==> config.mk <==
export PLATFORM = sky130hd
export DESIGN_NAME = mem_port_arbiter
export DESIGN_NICKNAME = d
export VERILOG_FILES = /design/src/rtl/mem_port_arbiter.sv
export SDC_FILE = /design/constraint.sdc
export NUM_CORES = 1
export LEC_CHECK = 0
export CORE_ASPECT_RATIO = 0.8
export CORE_MARGIN = 4
export CORE_UTILIZATION = 55
export DETAILED_ROUTE_END_ITERATION = 16
export DONT_BUFFER_PORTS = 1
export HOLD_SLACK_MARGIN = 0.1
export PLACE_DENSITY = 0.69
export SYNTH_ARGS = -nofsm -noshare
export SYNTH_HDL_FRONTEND = slang
export SYNTH_SLANG_ARGS = --single-unit
export TNS_END_PERCENT = 30
==> constraint.sdc <==
create_clock -name clk -period 2.3 [get_ports clk]
set_clock_uncertainty 0.2 [all_clocks]
set_input_delay 0.46 -clock clk [delete_from_list [all_inputs] [get_ports clk]]
set_output_delay 0.46 -clock clk [all_outputs]
set_load 0.02 [all_outputs]
==> src/rtl/mem_port_arbiter.sv <==
// Shares one single-ported memory between the proc fetch and data ports.
// IDLE/BUSY/RESP handshake FSM with round-robin or data priority and a hung-access watchdog.
module mem_port_arbiter #(
    parameter bit          DATA_PRIORITY = 1'b1,
    parameter int unsigned TIMEOUT       = 64
) (
    input  logic        clk,
    input  logic        res,
    input  logic        instr_req,
    input  logic [31:0] instr_addr,
    output logic        instr_valid,
    output logic [31:0] instr_read,
    input  logic        data_req,
    input  logic [31:0] data_addr,
    input  logic [31:0] data_write,
    input  logic        data_write_enable,
    input  logic [3:0]  data_be,
    output logic        data_valid,
    output logic [31:0] data_read,
    output logic        mem_req,
    output logic [31:0] mem_addr,
    output logic [31:0] mem_wdata,
    output logic        mem_we,
    output logic [3:0]  mem_be,
    input  logic        mem_valid,
    input  logic [31:0] mem_rdata,
    output logic        bus_err
);
    typedef enum logic [1:0] {IDLE, BUSY, RESP} state_t;
    typedef enum logic {GNT_INSTR, GNT_DATA} grant_t;
    typedef struct packed {
        logic [31:0] addr;
        logic [31:0] wdata;
        logic        we;
        logic [3:0]  be;
    } mem_cmd_t;

    state_t      state;
    grant_t      last_grant;
    grant_t      next_grant;
    mem_cmd_t    next_cmd;
    logic [31:0] wd_cnt;
    logic        wd_expired;

    // last_grant doubles as the owner of the access while BUSY
    always_comb begin
        next_grant = GNT_INSTR;
        if (instr_req && data_req)
            next_grant = (DATA_PRIORITY || last_grant == GNT_INSTR) ? GNT_DATA : GNT_INSTR;
        else if (data_req)
            next_grant = GNT_DATA;

        next_cmd = '{addr: instr_addr, wdata: 32'h0, we: 1'b0, be: 4'hF};
        if (next_grant == GNT_DATA)
            next_cmd = '{addr: data_addr, wdata: data_write, we: data_write_enable, be: data_be};
    end

    assign wd_expired = (TIMEOUT != 0) && (wd_cnt == TIMEOUT - 1);

    always_ff @(posedge clk or negedge res) begin
        if (!res) begin
            state       <= IDLE;
            last_grant  <= GNT_DATA;
            wd_cnt      <= '0;
            mem_req     <= 1'b0;
            mem_addr    <= '0;
            mem_wdata   <= '0;
            mem_we      <= 1'b0;
            mem_be      <= '0;
            instr_valid <= 1'b0;
            instr_read  <= '0;
            data_valid  <= 1'b0;
            data_read   <= '0;
            bus_err     <= 1'b0;
        end else begin
            case (state)
                IDLE: begin
                    if (instr_req || data_req) begin
                        mem_req    <= 1'b1;
                        mem_addr   <= next_cmd.addr;
                        mem_wdata  <= next_cmd.wdata;
                        mem_we     <= next_cmd.we;
                        mem_be     <= next_cmd.be;
                        last_grant <= next_grant;
                        wd_cnt     <= '0;
                        state      <= BUSY;
                    end
                end
                BUSY: begin
                    // a real completion wins over a watchdog expiry on the same edge
                    if (mem_valid || wd_expired) begin
                        mem_req <= 1'b0;
                        bus_err <= !mem_valid;
                        if (last_grant == GNT_DATA) begin
                            data_valid <= 1'b1;
                            data_read  <= mem_valid ? mem_rdata : 32'h0;
                        end else begin
                            instr_valid <= 1'b1;
                            instr_read  <= mem_valid ? mem_rdata : 32'h0;
                        end
                        wd_cnt <= '0;
                        state  <= RESP;
                    end else if (TIMEOUT != 0) begin
                        wd_cnt <= wd_cnt + 32'd1;
                    end
                end
                RESP: begin
                    instr_valid <= 1'b0;
                    data_valid  <= 1'b0;
                    bus_err     <= 1'b0;
                    state       <= IDLE;
                end
                default: state <= IDLE;
            endcase
        end
    end
endmodule

=== After elaboration in Yosys (flattened, before gate mapping) ===
Index checks and enable logic that the tools add are counted.

* Register bits after elaboration: 172
* Bits of input ports: 138
* Word-level logic and storage cells: 59

* Add/subtract/negate cells: 1
* Equality and inequality tests: 7
* Multiplexer cells: 21
* Bitwise gates (word level): 1
* Reductions and logical operators: 16

{| class="wikitable"
|+ Operators with widths
! cell !! number
|-
| 2-to-1 mux 32 bit || 3
|-
| 2-to-1 mux 69 bit || 1
|-
| one-hot mux 32 bit (2 select lines) || 1
|-
| adder 32 x 1 -> 32 bit, second input constant || 1
|-
| == test 32 x 6 -> 1 bit, second input constant || 1
|-
| AND reduction 3 bit || 5
|-
| 2-to-1 mux 1 bit || 9
|-
| != test 2 bit, second input constant || 4
|-
| one-hot mux 1 bit (2 select lines) || 4
|-
| AND reduction 2 bit || 4
|-
| 2-to-1 mux 2 bit || 2
|-
| one-hot mux 2 bit (2 select lines) || 1
|-
| nonzero test 2 bit || 2
|-
| == test 2 x 1 -> 1 bit, second input constant || 1
|-
| == test 2 bit, second input constant || 1
|-
| zero test 2 bit || 1
|-
| logical OR 1 bit || 2
|-
| logical AND 1 bit || 1
|-
| zero test 1 bit || 1
|-
| inverter 1 bit || 1
|}

=== Logic depth before layout (Yosys ltp) ===
Gate-level depths: netlist of run 1.

* Depth in word-level cells: 4
* Gate-level depth with buffers: 8
* Depth with buffers taken out: 6

=== Least setup slack after synthesis of run 1 ===
Ideal clock, no wire load.

* Kind: register to register
* From: reg wd_cnt[0]
* To: reg wd_cnt[3]
* Library setup time: 0.124 ns
* Arrival time: 1.735 ns
* Required time: 1.976 ns
* Slack: 0.241 ns
* Cell stages (with the launch flop): 8
* Buffers on the path: 1
* Clock period less this slack: 2.059 ns
* Cells stage by stage: dfrtp_1 ha_1 nand3_1 nand4b_1 o211ai_2 buf_2 nor3_1 a211o_1

* Longest elaborated chain between the ends: 4
* Elaborated cells between the ends (all ways): 5
* Classes of those cells: 1 x add/sub; 1 x eq/ne; 2 x mux; 1 x reduce/logical

{| class="wikitable"
|+ RTL lines
! element !! RTL line !! text
|-
| from (decl) || 42 || <nowiki>logic [31:0] wd_cnt;</nowiki>
|-
| from (signal assigned) || 104 || <nowiki>wd_cnt <= wd_cnt + 32'd1;</nowiki>
|-
| branches (longest 2 deep; another with adder 32 x 1 -> 32 bit) || - ||
|-
| 2-to-1 mux 32 bit * || 91 || <nowiki>if (mem_valid || wd_expired) begin</nowiki>
|-
| one-hot mux 32 bit (2 select lines) * || 76 || <nowiki>case (state)</nowiki>
|}

Mark *: on every way between the ends.
A chain may end at the register's enable or synchronous reset.

=== Final worst setup path of run 1 ===
* From: in instr_addr[29]
* To: reg mem_addr[29]

* Longest elaborated chain between the ends: 1

{| class="wikitable"
|+ RTL lines
! element !! RTL line !! text
|-
| from (decl) || 10 || <nowiki>input logic [31:0] instr_addr,</nowiki>
|-
| 2-to-1 mux 69 bit || 54 || <nowiki>if (next_grant == GNT_DATA)</nowiki>
|-
| to (signal assigned) || 80 || <nowiki>mem_addr <= next_cmd.addr;</nowiki>
|-
| to (decl) || 21 || <nowiki>output logic [31:0] mem_addr,</nowiki>
|}

No other way between the ends.

==> Flow_metrics.wiki, run 1 <==
{| class="wikitable"
! Metric !! Value
|-
| Half-perimeter wire length after detailed placement || 12920 um
|-
| Dominant cell type by count on the critical path || sky130_fd_sc_hd__dlygate4sd3_1
|-
| Run status || finished, violations left
|-
| Top area cells in the synthesized netlist || sky130_fd_sc_hd__dfrtp_1, sky130_fd_sc_hd__a32o_1, sky130_fd_sc_hd__mux2i_1, sky130_fd_sc_hd__a22o_1, sky130_fd_sc_hd__o2bb2ai_1
|-
| Worst-margin pin slew || 900.8 ps
|-
| Internal power component || approximately 7300 uW
|-
| Fraction of final layout cells with drive strength greater than 1 || 9.720%
|-
| Cell Chain, Critical Path || dlygate4sd3_1 > mux2i_1 > dlygate4sd3_1 > o21ai_0 > dlygate4sd3_1
|-
| Number of vias per cell after detailed routing || 6.233
|-
| Placer congestion estimate || 0.9141
|-
| Number of storage elements in the synthesis netlist || 172
|-
| Placement row count || 37
|-
| Slew Limit Headroom || 39.48%
|-
| Ys flop type || sky130_fd_sc_hd__dfrtp_1
|-
| Number of antenna repair diodes || 0
|-
| Area of the die || 0.01493 sq mm
|-
| Kind of start point of the critical path || primary input
|-
| Shortest period the worst path allows || 2257 ps
|-
| Number of filler cells placed in the layout || roughly 800
|-
| Share of async-settable or async-resettable flops after synthesis || 100.0%
|-
| Power per standard cell area || 1319 mW/mm^2
|-
| Total iterations of the first detailed-routing run || 7
|-
| Overall die width || ~140 um
|-
| Critical Path Source || instr_addr[29]
|-
| Final-layout worst hold slack || -456.9 ps
|-
| Starting DRT DRC Count || between 500 and 600
|-
| Final antenna-violating net count || 0
|-
| Die height || 110.1 um
|-
| Slowest Stage Delay on Critical Path || roughly 580 ps
|-
| TritonCTS clock tree || done
|-
| NumNets Final || 878
|-
| Area fraction in and, or, nand and nor cells after synthesis || about an eighth
|-
| Crit path max-delay family || buffers and inverters
|-
| Number of global-route vias before repair || just under 6000
|-
| Count of H-tree levels built during CTS || 4
|-
| Setup Viol. Count Final || 0
|-
| Synth top area share || 59.70%
|-
| Share of synthesized cell area in full adder, half adder and majority cells || less than 1%
|-
| Fraction of synthesized area in multiplexers || 4.608%
|-
| DR WL/cell || 23.29 um
|-
| MaxCap Viol Count || 0
|-
| Number of antenna violations at the first check in global routing || 0
|-
| Sort of element at the end of the critical path || flip-flop
|-
| Synth Warn # || 0
|-
| Max frequency || 443.0 MHz
|-
| Starting utilization of the core area || 55.90%
|-
| EDFF count, synth || 0
|-
| CP max stage cell || sky130_fd_sc_hd__dlygate4sd3_1
|-
| Crit-path max FO || 1
|-
| Global-route total usage across every layer || about 28%
|-
| Fin. max-slew vios || 0
|-
| Net load switching power || 5142 uW
|-
| Count of final hold-check violations || 172
|-
| Global route total overflow || 0
|-
| Xor-xnor portion of the synthesized cell area || under 10%
|-
| Synth Area in Compound Gates || around 18%
|-
| Required time reported for the critical path endpoint || 2400 ps
|-
| Count of unique library cells instantiated by Yosys || 50
|-
| Portion of total power attributed to combinational logic || 22.1%
|-
| Main combinational cell family by area after synthesis || compound AO/OA/AOI/OAI gates
|-
| Setup repair after global routing missed its margin || yes
|-
| CTS buffer count || 17
|-
| Buffer type at the clock tree root || sky130_fd_sc_hd__clkbuf_16
|-
| Buffer levels on the longest clock path || 2
|-
| Post-Synthesis Cells || 606
|-
| Total number of vias || 5772
|-
| Sequential cell area fraction in the yosys report || 60.06%
|-
| Clock tree sinks || approximately 170
|-
| Most common cell in the synthesized netlist || sky130_fd_sc_hd__dfrtp_1
|-
| Sw Share || 41.17%
|-
| Area growth from synthesis to final layout || 32.08%
|-
| Arrival time at the worst endpoint || 2360 ps
|-
| Ranking of synthesized cells by instance count || sky130_fd_sc_hd__dfrtp_1, sky130_fd_sc_hd__nand2_1, sky130_fd_sc_hd__o21ai_0, sky130_fd_sc_hd__a32o_1
|-
| Port Buffers || 0
|-
| First-pass GRT wire length || 32340 um
|-
| DRC Markers || 0
|-
| Worst hold-check path type || primary input to async pin
|-
| Average cell area after synthesis || approximately 12 sq um
|-
| DRT Wirelength || between 20000 and 25000 um
|-
| WP buf/inv || 3
|-
| Cell leakage power || approximately 0.004 uW
|-
| Largest net degree at the start of global routing || 173
|-
| Peak supply drop || 0.0008230 V
|-
| Sequential share of power || 54.2%
|-
| Area of the placeable core || approximately 0.013 sq mm
|-
| Clock insertion delay at the later pin of the skew report || 420 ps
|-
| Total power || 12490 uW
|-
| Worst R2R Start || wd_cnt[27]
|-
| Yosys top cell by area || sky130_fd_sc_hd__dfrtp_1
|-
| Crit share post-route || 98.14%
|-
| Total standard cell area after synthesis || 0.007168 sq mm
|-
| Syn nets || around 750
|-
| Crit Path Category || primary input to flip-flop
|-
| Proportion of power drawn by the clock network || 23.7%
|-
| Number of ports placed on the die boundary || 275
|-
| Quantity of hold-fixing buffers added after cts || roughly 130
|-
| Failing checks || hold timing
|-
| Clk slew on worst S/H paths || 60 ps
|}
-- final cells by class --
class                      instances  area, sq um  area share, %
multi-input combinational        382         2706          28.58
inverter                           6        22.52         0.2379
clock inverter                     9        135.1          1.427
tap                              175        219.0          2.313
clock buffer                      22        474.2          5.009
timing repair buffer             160         1604          16.94
sequential                       172         4307          45.49
-- through the flow --
step | instance area, sq um | setup WS, ps | TNS, ps | utilization, % | cells
2_1_floorplan | 7168 | 241.3 | 0 | - | 606
3_3_place_gp | 7403 | 50.81 | 0 | 57.73 | 756
3_5_place_dp | 7403 | 9.652 | 0 | 57.73 | 756
4_1_cts | 9363 | 23.87 | 0 | 73.01 | 921
5_1_grt | 9468 | -9.500 | -18.64 | 73.83 | 926
6_report | 9468 | 42.89 | 0 | 73.83 | 926
-- path summary, 6_finish.rpt --
path	endpoint	slack, ps	cells after the start
max	mem_addr[29]	40	5
min	data_read[9]	-460	0
max reg2reg	wd_cnt[3]	60	6
min reg2reg	wd_cnt[0]	350	2
max in group asynchronous	last_grant	2040	0
min in group clk	mem_addr[27]	110	2
-- cell usage in the layout, fill, tap and decap left out, types with 3 or more instances in the layout --
master	count
sky130_fd_sc_hd__nor2_1	24
sky130_fd_sc_hd__o2bb2ai_1	30
sky130_fd_sc_hd__nand2_1	65
sky130_fd_sc_hd__or3_1	4
sky130_fd_sc_hd__dlygate4sd3_1	134
sky130_fd_sc_hd__nor3_1	6
sky130_fd_sc_hd__dfrtp_1	170
sky130_fd_sc_hd__a21oi_1	5
sky130_fd_sc_hd__nand3_1	19
sky130_fd_sc_hd__a22o_1	33
sky130_fd_sc_hd__clkinv_4	3
sky130_fd_sc_hd__inv_1	5
sky130_fd_sc_hd__xnor2_1	5
sky130_fd_sc_hd__clkbuf_16	18
sky130_fd_sc_hd__o21ai_0	40
sky130_fd_sc_hd__xor2_1	14
sky130_fd_sc_hd__o22a_1	5
sky130_fd_sc_hd__nor2b_1	4
sky130_fd_sc_hd__bufinv_16	3
sky130_fd_sc_hd__buf_4	21
sky130_fd_sc_hd__or4_1	3
sky130_fd_sc_hd__buf_12	4
sky130_fd_sc_hd__clkbuf_8	3
sky130_fd_sc_hd__nor4_1	6
sky130_fd_sc_hd__nand4_1	10
sky130_fd_sc_hd__nor4_2	3
sky130_fd_sc_hd__and2_1	6
sky130_fd_sc_hd__a32o_1	36
sky130_fd_sc_hd__mux2i_1	33
-- routing by layer --
metal  up-vias  part of all wire (%)  wire, um  track usage (%)
li1       2503                     -         -                -
met1      2880                    37      7906            34.24
met2       332                    51     11080            47.19
met3        57                   8.3      1786            8.303
met4         0                   3.7       791            13.02
met5         -                     0         0                0
-- cell families after synthesis --
logic type,Yosys count
AND/OR/NAND/NOR,169
multiplexers,33
buffers and inverters,52
flip-flops,172
AO/OA/AOI/OAI,160
XOR/XNOR,19
adder cells (fa/ha/maj),1
-- timing repair --
item	CTS	global route
setup buffers	0	4
pin swaps	0	3
resized for setup	1	12
endpoints found under the hold margin	307	172
setup endpoints to repair	1	96
gates cloned	0	1
-- power by group through the flow --
stage	Sequential, uW	Combinational (uW)	Clock [uW]
2_1_floorplan	6280	1890	0
3_3_place_gp	6750	2200	0
3_5_place_dp	6780	2300	0
4_1_cts	6740	2550	2990
5_1_grt	6860	3020	3140
6_report	6770	2760	2960
-- sequential cells by signal, indices dropped and copies added, names as in the netlist, 2 cells and up --
| signal | count |
|---|---|
| data_read | 32 |
| instr_read | 32 |
| mem_addr | 32 |
| mem_be | 4 |
| mem_wdata | 32 |
| state | 2 |
| wd_cnt | 32 |
(Power assumes the default switching activity.)
==> run 2, diff against run 1 <==
--- a/config.mk
+++ b/config.mk
@@ -5,9 +5,10 @@
 export SDC_FILE = /design/constraint.sdc
 export NUM_CORES = 1
 export LEC_CHECK = 0
-export CORE_ASPECT_RATIO = 0.8
+export CORE_ASPECT_RATIO = 1.1
 export CORE_MARGIN = 4
 export CORE_UTILIZATION = 55
+export CTS_CLUSTER_DIAMETER = 30
 export DETAILED_ROUTE_END_ITERATION = 16
 export DONT_BUFFER_PORTS = 1
 export HOLD_SLACK_MARGIN = 0.1
==> run 2 against run 1 <==
  * Register-to-register slack improved by 20 ps
  * Sequential power about the same
  * Total power decreased by 1.1%
  * First-iteration DRC count decreased by 13%
  * Worst setup slack improved by 42 ps
  * The flow still finishes with violations (hold timing)
  * Clock-buffer cell count unchanged
  * Die area about the same
  * Fmax increased by 1.9%
  * Non-clock buffer count unchanged
  * Highest routed layer unchanged
==> Flow_metrics.wiki, run 2 (synthesis results as in run 1) <==
{| class="wikitable"
! Metric !! Value
|-
| Run status || finished, violations left (unchanged)
|-
| Failing checks || hold timing (unchanged)
|-
| Total power || 12350 uW (was 12490 uW)
|-
| NumNets Final || 878 (unchanged)
|-
| Power per standard cell area || 1319 mW/mm^2 (about the same)
|-
| Die height || 127.7 um (was 110.1 um)
|-
| DR WL/cell || 23.68 um (was 23.29 um)
|-
| Leading cell type in the layout, fill and taps excluded || sky130_fd_sc_hd__dfrtp_1 (unchanged)
|-
| Shortest period the worst path allows || 2216 ps (was 2257 ps)
|-
| Fin. max-slew vios || 0 (unchanged)
|-
| Buffer levels on the longest clock path || 2 (unchanged)
|-
| Area of the die || 0.01493 sq mm (about the same)
|-
| Required time reported for the critical path endpoint || 2400 ps (about the same)
|-
| Number of antenna repair diodes || 0 (unchanged)
|-
| Final-layout worst hold slack || -462.0 ps (was -456.9 ps)
|-
| Crit Path Category || flip-flop to flip-flop (was primary input to flip-flop)
|-
| Critical Path Source || wd_cnt[18] (was instr_addr[29])
|-
| Total number of vias || 5721 (was 5772)
|-
| Area taken by multi-input logic gates || 0.002694 sq mm (was 0.002706 sq mm)
|-
| Max frequency || 451.4 MHz (was 443.0 MHz)
|-
| Clk slew on worst S/H paths || 70 ps (was 60 ps)
|-
| Number of ports placed on the die boundary || 275 (unchanged)
|-
| Arrival time at the worst endpoint || 2310 ps (was 2360 ps)
|-
| Depth of the most critical reg-to-reg path || 6 (unchanged)
|-
| Setup Viol. Count Final || 0 (unchanged)
|-
| First-pass GRT wire length || 33120 um (was 32340 um)
|-
| Cell leakage power || 0.004076 uW (was 0.004112 uW)
|-
| DRC Markers || 0 (unchanged)
|-
| Kind of start point of the critical path || flip-flop (was primary input)
|-
| FF+latch area || 0.004305 sq mm (was 0.004307 sq mm)
|-
| Number of global-route vias before repair || 6044 (was 5871)
|-
| Endpoint of the worst-slack reg-to-reg timing path || wd_cnt[12] (was wd_cnt[3])
|-
| Placer congestion estimate || 0.9200 (was 0.9141)
|-
| Buffer type at the clock tree root || sky130_fd_sc_hd__clkbuf_16 (unchanged)
|-
| Crit-path max FO || 9 (was 1)
|-
| Starting utilization of the core area || 56.45% (was 55.90%)
|-
| Most frequent cells in the layout || sky130_fd_sc_hd__dfrtp_1, sky130_fd_sc_hd__dlygate4sd3_1, sky130_fd_sc_hd__nand2_1 (unchanged)
|-
| Starting DRT DRC Count || 466 (was 538)
|-
| Count of final hold-check violations || 172 (unchanged)
|-
| Number of filler cells placed in the layout || 804 (was 808)
|-
| Area growth from synthesis to final layout || 30.69% (was 32.08%)
|-
| Clock tree sinks || 172 (unchanged)
|-
| Worst hold-check path type || primary input to async pin (unchanged)
|-
| Total iterations of the first detailed-routing run || 5 (was 7)
|-
| Final antenna-violating net count || 0 (unchanged)
|-
| Setup TNS || 0 ps (unchanged)
|-
| Sort of element at the end of the critical path || flip-flop (unchanged)
|-
| Port Buffers || 0 (unchanged)
|-
| DRT Wirelength || 21500 um (was 21560 um)
|-
| CTS buffer count || 17 (unchanged)
|-
| Worst-margin pin slew || 621.9 ps (was 900.8 ps)
|-
| MaxCap Viol Count || 0 (unchanged)
|-
| Quantity of hold-fixing buffers added after cts || 134 (unchanged)
|-
| TritonCTS clock tree || done (unchanged)
|-
| Placement row count || 43 (was 37)
|-
| Overall die width || 116.9 um (was 135.6 um)
|-
| Half-perimeter wire length after detailed placement || 13540 um (was 12920 um)
|-
| Clock insertion delay at the later pin of the skew report || 420 ps (about the same)
|-
| Crit share post-route || 96.33% (was 98.14%)
|-
| Flop-to-flop setup slack || 80 ps (was 60 ps)
|-
| Number of vias per cell after detailed routing || 6.301 (was 6.233)
|-
| Count of H-tree levels built during CTS || 4 (unchanged)
|-
| Worst R2R Start || wd_cnt[18] (was wd_cnt[27])
|-
| Peak supply drop || 0.0008870 V (was 0.0008230 V)
|-
| Largest net degree at the start of global routing || 173 (unchanged)
|-
| Area of the placeable core || 0.01270 sq mm (was 0.01282 sq mm)
|-
| Global route total overflow || 0 (unchanged)
|-
| Fraction of final layout cells with drive strength greater than 1 || 9.188% (was 9.720%)
|-
| Slew Limit Headroom || 58.31% (was 39.48%)
|-
| Number of antenna violations at the first check in global routing || 0 (unchanged)
|-
| Global-route total usage across every layer || 29.14% (was 28.23%)
|}
[run 2: how the worst max path moves through the flow]
stage / cells past startpoint / endpoint / slack [ps]
after floorplan: 7 / wd_cnt[3] / 240
after global placement: 6 / wd_cnt[12] / 100
after detailed placement: 6 / wd_cnt[12] / 100
after CTS: 7 / instr_read[10] / 60
after global routing: 6 / wd_cnt[12] / -10
final: 6 / wd_cnt[12] / 80
[run 2: power breakdown]
part	internal, uW	switching, uW
sequential	4210	2590
combinational	1300	1440
clock	1660	1150
total	7170	5190
[run 2: stage by stage]
step           std cells  setup WS [ps]  hold WS [ps]  utilization (%)  area [sq um]
3_3_place_gp         742          103.1        -23.76            58.27          7398
2_1_floorplan        606          241.3        -35.59                -          7168
6_report             908          84.44        -462.0            73.78          9368
5_1_grt              908         -12.90        -486.5            73.78          9368
3_5_place_dp         742          98.24        -24.67            58.27          7398
4_1_cts              907          57.30        -481.7            73.37          9316
[run 2: area by class of cell]
class	instances	share of cell area [%]
clock inverters	9	1.202
inverters	6	0.2404
well taps	157	2.097
flip-flops and latches	172	45.96
clock buffers	22	4.955
repair buffers	160	16.79
multi-input cells	382	28.76
[run 2: layer usage]
metal	GRT usage [%]	wire (um)	share of wire (%)
met4	12.75	756	3.5
met5	0	0	0
met2	48.54	11140	52
met3	8.593	1648	7.7
met1	34.95	7963	37
[run 2: timing repair]
action                     CTS  global route
resized for setup            0             9
setup endpoints to repair    0            66
buffers inserted             0             1
hold endpoints to repair   306           172
[run 2: critical path, stage by stage, from the launching register on]
cell and delay [ps]:
sky130_fd_sc_hd__dfrtp_1 430, sky130_fd_sc_hd__nor4bb_1 390, sky130_fd_sc_hd__nand4_1 220, sky130_fd_sc_hd__o211ai_2 290
sky130_fd_sc_hd__buf_6 180, sky130_fd_sc_hd__nand2_1 60, sky130_fd_sc_hd__a311o_1 320
==> run 3, diff against run 2 <==
--- a/config.mk
+++ b/config.mk
@@ -5,6 +5,7 @@
 export SDC_FILE = /design/constraint.sdc
 export NUM_CORES = 1
 export LEC_CHECK = 0
+export ABC_CLOCK_PERIOD_IN_PS = 2300
 export CORE_ASPECT_RATIO = 1.1
 export CORE_MARGIN = 4
 export CORE_UTILIZATION = 55
==> results of run 3 <==
Final layout, timing and power as in run 2 (identical DEF).
